File: src/rtl/md_unit_iter.sv
// rtl/md_unit_iter.sv - iterative multiply/divide unit holding the HI/LO pair
// Optional MDU_CANCEL_EN adds a Cancel input that aborts an in-flight op.
module md_unit_iter #(
  parameter int WIDTH   = 32,
  parameter int MUL_LAT = 5,
  parameter int OP_W    = 4
) (
  input  logic             clk,
  input  logic             reset,
  input  logic [WIDTH-1:0] SrcA,
  input  logic [WIDTH-1:0] SrcB,
  input  logic             Start,
  input  logic [OP_W-1:0]  MDUOP,
  input  logic [1:0]       ReadHILO,
`ifdef MDU_CANCEL_EN
  input  logic             Cancel,
`endif
  output logic             Busy,
  output logic [WIDTH-1:0] MDUResult
);
  localparam int CNT_MAX = (WIDTH > MUL_LAT) ? WIDTH : MUL_LAT;
  localparam int CNT_W   = $clog2(CNT_MAX);

  localparam logic [OP_W-1:0] OP_MULT  = OP_W'(1);
  localparam logic [OP_W-1:0] OP_MULTU = OP_W'(2);
  localparam logic [OP_W-1:0] OP_DIV   = OP_W'(3);
  localparam logic [OP_W-1:0] OP_DIVU  = OP_W'(4);
  localparam logic [OP_W-1:0] OP_MTHI  = OP_W'(5);
  localparam logic [OP_W-1:0] OP_MTLO  = OP_W'(6);
  localparam logic [OP_W-1:0] OP_MADD  = OP_W'(7);
  localparam logic [OP_W-1:0] OP_MADDU = OP_W'(8);
  localparam logic [OP_W-1:0] OP_MSUB  = OP_W'(9);
  localparam logic [OP_W-1:0] OP_MSUBU = OP_W'(10);

  typedef enum logic [1:0] {IDLE, MUL, DIV, FIX} state_t;

  state_t             state_q, state_d;
  logic [CNT_W-1:0]   count_q, count_d;
  logic [WIDTH-1:0]   hi_q, hi_d, lo_q, lo_d;
  logic [WIDTH-1:0]   a_q, a_d, b_q, b_d;
  logic [OP_W-1:0]    op_q, op_d;
  logic [WIDTH-1:0]   rem_q, rem_d, quo_q, quo_d;
  logic               qneg_q, qneg_d, rneg_q, rneg_d, dz_q, dz_d;

  logic               cancel;
  logic               mul_signed, div_signed, div_ge;
  logic [2*WIDTH-1:0] a_ext, b_ext, product, acc;
  logic [WIDTH:0]     shifted;
  logic [WIDTH-1:0]   abs_a, abs_b;

`ifdef MDU_CANCEL_EN
  assign cancel = Cancel;
`else
  assign cancel = 1'b0;
`endif

  assign mul_signed = (op_q == OP_MULT) || (op_q == OP_MADD) || (op_q == OP_MSUB);
  assign a_ext   = mul_signed ? {{WIDTH{a_q[WIDTH-1]}}, a_q} : {{WIDTH{1'b0}}, a_q};
  assign b_ext   = mul_signed ? {{WIDTH{b_q[WIDTH-1]}}, b_q} : {{WIDTH{1'b0}}, b_q};
  assign product = a_ext * b_ext;
  assign acc     = {hi_q, lo_q};

  // Partial remainder stays below the divisor, so WIDTH+1 bits hold the shifted value.
  assign shifted = {rem_q, quo_q[WIDTH-1]};
  assign div_ge  = shifted >= {1'b0, b_q};

  assign div_signed = (MDUOP == OP_DIV);
  assign abs_a = (div_signed && SrcA[WIDTH-1]) ? -SrcA : SrcA;
  assign abs_b = (div_signed && SrcB[WIDTH-1]) ? -SrcB : SrcB;

  always_comb begin
    state_d = state_q;
    count_d = count_q;
    hi_d    = hi_q;
    lo_d    = lo_q;
    a_d     = a_q;
    b_d     = b_q;
    op_d    = op_q;
    rem_d   = rem_q;
    quo_d   = quo_q;
    qneg_d  = qneg_q;
    rneg_d  = rneg_q;
    dz_d    = dz_q;
    case (state_q)
      IDLE: begin
        if (Start && !cancel) begin
          a_d  = SrcA;
          b_d  = SrcB;
          op_d = MDUOP;
          case (MDUOP)
            OP_MULT, OP_MULTU, OP_MADD, OP_MADDU, OP_MSUB, OP_MSUBU: begin
              count_d = CNT_W'(MUL_LAT - 1);
              state_d = MUL;
            end
            OP_DIV, OP_DIVU: begin
              quo_d   = abs_a;
              b_d     = abs_b;
              rem_d   = '0;
              qneg_d  = div_signed && (SrcA[WIDTH-1] ^ SrcB[WIDTH-1]);
              rneg_d  = div_signed && SrcA[WIDTH-1];
              dz_d    = (SrcB == '0);
              count_d = CNT_W'(WIDTH - 1);
              state_d = DIV;
            end
            OP_MTHI: hi_d = SrcA;
            OP_MTLO: lo_d = SrcA;
            default: ;
          endcase
        end
      end
      MUL: begin
        if (cancel) begin
          state_d = IDLE;
        end else if (count_q == '0) begin
          case (op_q)
            OP_MADD, OP_MADDU: {hi_d, lo_d} = acc + product;
            OP_MSUB, OP_MSUBU: {hi_d, lo_d} = acc - product;
            default:           {hi_d, lo_d} = product;
          endcase
          state_d = IDLE;
        end else begin
          count_d = count_q - 1'b1;
        end
      end
      DIV: begin
        if (cancel) begin
          state_d = IDLE;
        end else begin
          rem_d = div_ge ? WIDTH'(shifted - {1'b0, b_q}) : shifted[WIDTH-1:0];
          quo_d = {quo_q[WIDTH-2:0], div_ge};
          if (count_q == '0) state_d = FIX;
          else               count_d = count_q - 1'b1;
        end
      end
      FIX: begin
        if (!cancel) begin
          // a_q still holds the untouched dividend for the divide-by-zero result.
          if (dz_q) begin
            lo_d = '1;
            hi_d = a_q;
          end else begin
            lo_d = qneg_q ? -quo_q : quo_q;
            hi_d = rneg_q ? -rem_q : rem_q;
          end
        end
        state_d = IDLE;
      end
      default: state_d = IDLE;
    endcase
  end

  always_ff @(posedge clk) begin
    if (reset) begin
      state_q <= IDLE;
      count_q <= '0;
      hi_q    <= '0;
      lo_q    <= '0;
      a_q     <= '0;
      b_q     <= '0;
      op_q    <= '0;
      rem_q   <= '0;
      quo_q   <= '0;
      qneg_q  <= 1'b0;
      rneg_q  <= 1'b0;
      dz_q    <= 1'b0;
    end else begin
      state_q <= state_d;
      count_q <= count_d;
      hi_q    <= hi_d;
      lo_q    <= lo_d;
      a_q     <= a_d;
      b_q     <= b_d;
      op_q    <= op_d;
      rem_q   <= rem_d;
      quo_q   <= quo_d;
      qneg_q  <= qneg_d;
      rneg_q  <= rneg_d;
      dz_q    <= dz_d;
    end
  end

  assign Busy = Start || (state_q != IDLE);

  always_comb begin
    MDUResult = '0;
    case (ReadHILO)
      2'b01:   MDUResult = lo_q;
      2'b10:   MDUResult = hi_q;
      default: MDUResult = '0;
    endcase
  end
endmodule

File: config.mk
export PLATFORM = sky130hd
export DESIGN_NAME = md_unit_iter
export DESIGN_NICKNAME = d
export VERILOG_FILES = /design/src/rtl/md_unit_iter.sv
export SDC_FILE = /design/constraint.sdc
export NUM_CORES = 2
export LEC_CHECK = 0
export CAP_MARGIN = 20
export CORE_ASPECT_RATIO = 0.9
export CORE_MARGIN = 2
export CORE_UTILIZATION = 45
export CTS_BUF_LIST = sky130_fd_sc_hd__clkbuf_4
export DETAILED_ROUTE_END_ITERATION = 7
export SLEW_MARGIN = 15
export SYNTH_ARGS = -nofsm -noshare
export SYNTH_HDL_FRONTEND = slang
export SYNTH_SLANG_ARGS = --single-unit
File: constraint.sdc
create_clock -name clk -period 24.5 [get_ports clk]
set_input_delay 4.9 -clock clk [delete_from_list [all_inputs] [get_ports clk]]
set_output_delay 4.9 -clock clk [all_outputs]
set_load 0.02 [all_outputs]
Word level (Yosys, flattened, before mapping)
Cells that the tools add are included.
- register bits: 206
- bits of input ports: 73
- output and inout port bits: 33
- logic and storage cells: 112
- $add $sub $neg: 8
- $mul: 1
- $lt $le $gt $ge: 1
- eq/ne operators: 28
- multiplexer cells: 36
- bitwise operators: 1
- reduce and logical (&&, ||, !) cells: 25
- operator list (operator ; number):
    two-way mux 32 bit ; 18
    case mux 32 bit (2 select lines) ; 5
    case mux 32 bit (3 select lines) ; 2
    two-way mux 64 bit ; 2
    negator 32 bit ; 4
    adder 64 bit ; 1
    multiplier 64 x 64 -> 64 bit ; 1
    subtractor 64 bit ; 1
    greater-or-equal comparator 33 x 32 -> 1 bit ; 1
    logical NOT 32 bit ; 1
    subtractor 32 bit ; 1
    == test 4 bit, second input constant ; 6
    == test 4 x 3 -> 1 bit, second input constant ; 5
    case mux 5 bit (2 select lines) ; 2
    AND reduction 4 bit ; 4
    two-way mux 5 bit ; 2
    == test 4 x 1 -> 1 bit, second input constant ; 2
    == test 4 x 2 -> 1 bit, second input constant ; 2
    != test 2 bit, second input constant ; 4
    case mux 2 bit (4 select lines) ; 1
    OR reduction 2 bit ; 4
    == test 2 bit, second input constant ; 3
    two-way mux 2 bit ; 3
    != test 2 x 1 -> 1 bit, second input constant ; 3
    14 further kinds ; 22

Logic depth before layout (Yosys ltp)
- word-level depth: 9
- depth in mapped cells: 49
- mapped depth without buffers: 49

Worst setup path after synthesis
No wires, ideal clock.
- kind: flip-flop to flip-flop
- start: register op_q[1]
- end: register hi_q[26]
- library setup time: 0.116 ns
- arrival: 11.451 ns
- setup slack: 12.933 ns
- stages on the path, launching flop included: 46
- buffers on the path: 3
- path through: dfxtp_1 nand2_1 nor2_1 o21a_1 and2_1 clkbuf_1 clkbuf_1 nand2_1 fa_1 inv_1 fa_1 inv_1 fa_1 inv_1 fa_1 fa_1 inv_1 fa_1 (+10 left out) o41ai_1 a21o_1 nor2_1 o31a_1 or4b_2 nand3_1 ha_1 clkbuf_1 nand2_1 or4_1 nor3_1 nand3_1 nor4_1 nor2b_1 o21ai_0 mux2i_1 o211ai_1 a31o_2
- word-level cells in the longest chain between the ends: 9
- RTL lines (item ; RTL line ; text):
    start, declared ; 41 ; logic [OP_W-1:0] op_q, op_d;
    start signal, assigned ; 173 ; op_q <= op_d;
    == test 4 x 1 -> 1 bit or == test 4 x 3 -> 1 bit (tied branches) ; 57, 115 ;
    logical OR 1 bit (2 in a row) ; 57 ; assign mul_signed = (op_q == OP_MULT) || (op_q == OP_MADD) || (op_q == OP_MSUB);
    two-way mux 64 bit, on equally long branches ; 58, 59 ;
    multiplier 64 x 64 -> 64 bit ; 60 ; assign product = a_ext * b_ext;
    subtractor 64 bit or adder 64 bit (tied branches) ; 117, 116 ;
    case mux 32 bit (2 select lines) * ; 115 ; case (op_q)
    two-way mux 32 bit * ; 114 ; end else if (count_q == '0) begin
    case mux 32 bit (3 select lines) * ; 84 ; case (state_q)
    end signal, assigned ; 169 ; hi_q <= hi_d;
    end, declared ; 39 ; logic [WIDTH-1:0] hi_q, hi_d, lo_q, lo_d;
Mark *: on every way between the ends. The rest lies on a longest branch, timed or not. The select of a mux whose other input is x is not followed.
A chain may end at the register's enable or synchronous reset.

Final worst setup path
Same ends and word-level chain as after synthesis.

==> qor.yml <==
timing:
  hold_ws_ns: 0.458
  fin_skew_ns: 0.0807
  relSlewSlack_pct: 13.6
  tightest_slew_ns: 1.28
  fmax_mhz: 66.8
  fin_tns_setup_ns: 0
  drv_slew: 0
  setup-violations-final: 0
  rsz0062_at_grt: "false"
  fin_crit_ns: 14.97
  finalHoldViolations: 0
  post-route-period-util_pct: 61.1
final_layout:
  drive_gt1_share_pct: 3.74
  layout.area.seq_um2: 4130
  nNetsFinal: 10244
  layout_common_cells: "inv_1, fa_1, nand2_1"
  fill_cells: 15168
  multiInputGateArea_um2: 57000
  syn_to_final_growth_pct: 5.37
  final_common_cell: "inv_1"
critical_path:
  r2r_start: "op_q[1]"
  timing.critical_path.mode_cell: "fa_1"
  crit_fanout: 25
  slowest_stage: "fa_1"
  cp_num_buf_inv: 9
  critPathCaptureType: "flop"
  crit_family: "adder cells"
  worst-path-stages: 43
  r2r_cells: 43
  arrival_ns: 15.79
  startpoint_type: "flop"
  critPathLaunch: "op_q[1]"
  worstSetupPathType: "reg2reg"
  required_ns: 25.32
  max_stage_delay_ns: 0.99
synthesis:
  netlist.top_cell.by_area: "fa_1"
  syn_inst: 8438
  ys_top_cells_by_area: "fa_1, inv_1, ha_1, nand2_1, dfxtp_1"
  synthesis.area_um2: 69600
  yosysSeqAreaShare_pct: 5.92
  yosysWarnings: 0
  synth.top_cell.area_share_pct: 41.0
  syn-num-nets: 10415
  synth_edf_count: 0
  synthFlopType: "dfxtp_1"
  synth.distinct_cells: 87
  synth_seq_cells: 206
  synthArstFlopShare_pct: 0
  synth_area_per_cell_um2: 8.25
global_routing:
  grt_pass1_vias: 60457
  grt_use_met3_pct: 5.68
  use_met1_pct: 48.6
  grt-ovfl-total: 0
  antenna_found_initial: 19
  grt_max_degree: 82
  grt.busiest_layer: "met2"
  grt.total_usage_pct: 34.0
  grt_pass1_wl_um: 398000
  grt_util_met2_pct: 52.2
detailed_routing:
  vias_per_cell: 5.75
  avgRoutedWirePerCell_um: 25.6
  drt-initial-drc-count: 6158
  drtPass1Iterations: 8
  wl_um: 264000
  final_antenna_net_count: 0
  drc: 0
  dr_total_vias: 59339
run_status:
  status: "finished clean"
power:
  p_int_w: 0.00325
  p_clk_share_pct: 3.8
  power_frac_seq_pct: 5.8
  power.density_nw_per_um2: 131
  p_leak_nw: 35.9
  switching_share_pct: 66.1
  combPwrFrac_pct: 90.4
  ir_worst_vdd_mv: 0.158
  switching_power_w: 0.00633
clocking:
  clock_latency_ns: 0.92
  post_cts_buffers: 0
  cts_tree: "done"
  cts_root_buf: "clkbuf_4"
  clkTransAtPathRegs_ns: 0.08
  cts_resized: 0
  cts_made_buffers: 61
  clk_path_buf_depth: 3
  numClockSinks: 206
  cts_max_level: 2
  hold_buffers: 0
die:
  die_h_um: 377
  start_util_pct: 45.4
  row_count: 136
  dieArea_um2: 158000
  die_x_um: 419
  io_pins: 106
  design.core.area_um2: 153000
min_path:
  hold_path_depth: 2
  hp-class: "reg2reg"
  min-delay-start: "a_q[25]"
placed_design:
  dp_hpwl_um: 213000
  port_buffers: 105
  place.gp.congestion: 1.07
job:
  cap_violations: 0
[worst reg2reg max path, delay by kind of cell (launching register included)]
kind	cells	cell delay (ns)
compound gates	8	1.95
xor+xnor	1	0.36
fa+ha+maj	12	6.42
buf+inv	9	1.51
flops	1	0.47
mux	1	0.22
simple gates	12	3.94
[per-stage QoR]
step | instance area (um2) | std cells | power [W] | worst slack [ns] | util, %
2_1_floorplan | 69600 | 8438 | 0.00598 | 12.93 | -
3_3_place_gp | 72500 | 10204 | 0.00900 | 9.97 | 47.3
3_5_place_dp | 72500 | 10205 | 0.00895 | 9.79 | 47.4
4_1_cts | 73300 | 10318 | 0.00937 | 9.75 | 47.9
5_1_grt | 73300 | 10319 | 0.0103 | 8.84 | 47.9
6_report | 73300 | 10324 | 0.00958 | 9.53 | 47.9
[sequential cells by signal, summed over array words and instances, names as in the netlist]
| register | cells |
|---|---|
| state_q | 2 |
| rem_q | 32 |
| quo_q | 32 |
| count_q | 5 |
| dz_q | 1 |
| qneg_q | 1 |
| rneg_q | 1 |
| hi_q | 32 |
| b_q | 32 |
| a_q | 32 |
| op_q | 4 |
| lo_q | 32 |
[final cells by class]
class | instances | area share [%]
Clock inverter | 22 | 0.154
Sequential cell | 206 | 5.64
Multi-Input combinational cell | 5953 | 77.7
Antenna cell | 6 | 0.0205
Inverter | 1798 | 9.20
Tap cell | 2001 | 3.41
Timing Repair Buffer | 247 | 2.92
Clock buffer | 91 | 0.931
[kinds of logic after synthesis]
family	count (synthesis)	synth area share (%)
AOI/OAI and AO/OA	1459	13.6
buffers and inverters	2279	12.3
muxes	10	0.147
and+or+nand+nor	2303	15.0
DFF	206	5.92
xor gates and xnor gates	273	3.44
adders and majority gates	1908	49.7
[synthesized netlist by cell type (all sizes together) (25+ instances only)]
cell type / number
inv: 1795
fa: 1425
nand2: 1201
ha: 479
clkbuf: 459
a21oi: 411
nor2: 361
and2: 360
o21ai: 314
dfxtp: 206
xnor2: 159
xor2: 114
nor3: 78
a21o: 77
a211oi: 74
o31ai: 60
o21bai: 56
nand3: 53
o22ai: 50
a22oi: 48
a221oi: 47
a31oi: 40
nand2b: 38
and3: 37
nor4: 35
o21a: 34
or3: 34
a311oi: 30
nor2b: 29
o41ai: 26
o211ai: 25
[layer usage]
layer | routed length, um | up-vias
met3 | 23900 | 460
met5 | 45 | -
li1 | - | 25935
met2 | 117000 | 2576
met1 | 113000 | 30360
met4 | 10400 | 8
[power by group through the flow]
stage | sequential, W | clock (W) | combinational [W]
after CTS | 0.000546 | 0.000367 | 0.00846
after detailed placement | 0.000554 | 0 | 0.00840
after global placement | 0.000551 | 0 | 0.00845
after global routing | 0.000555 | 0.000386 | 0.00935
final | 0.000555 | 0.000365 | 0.00866
after floorplan | 0.000459 | 0 | 0.00552
[worst paths after layout]
check                  end  slack (ns)
setup / recovery  hi_q[26]        9.53
hold / removal     a_q[25]        0.46
setup reg to reg  hi_q[26]        9.53
hold reg to reg    a_q[25]        0.46
Note: power is estimated with default switching activity, not from simulation.
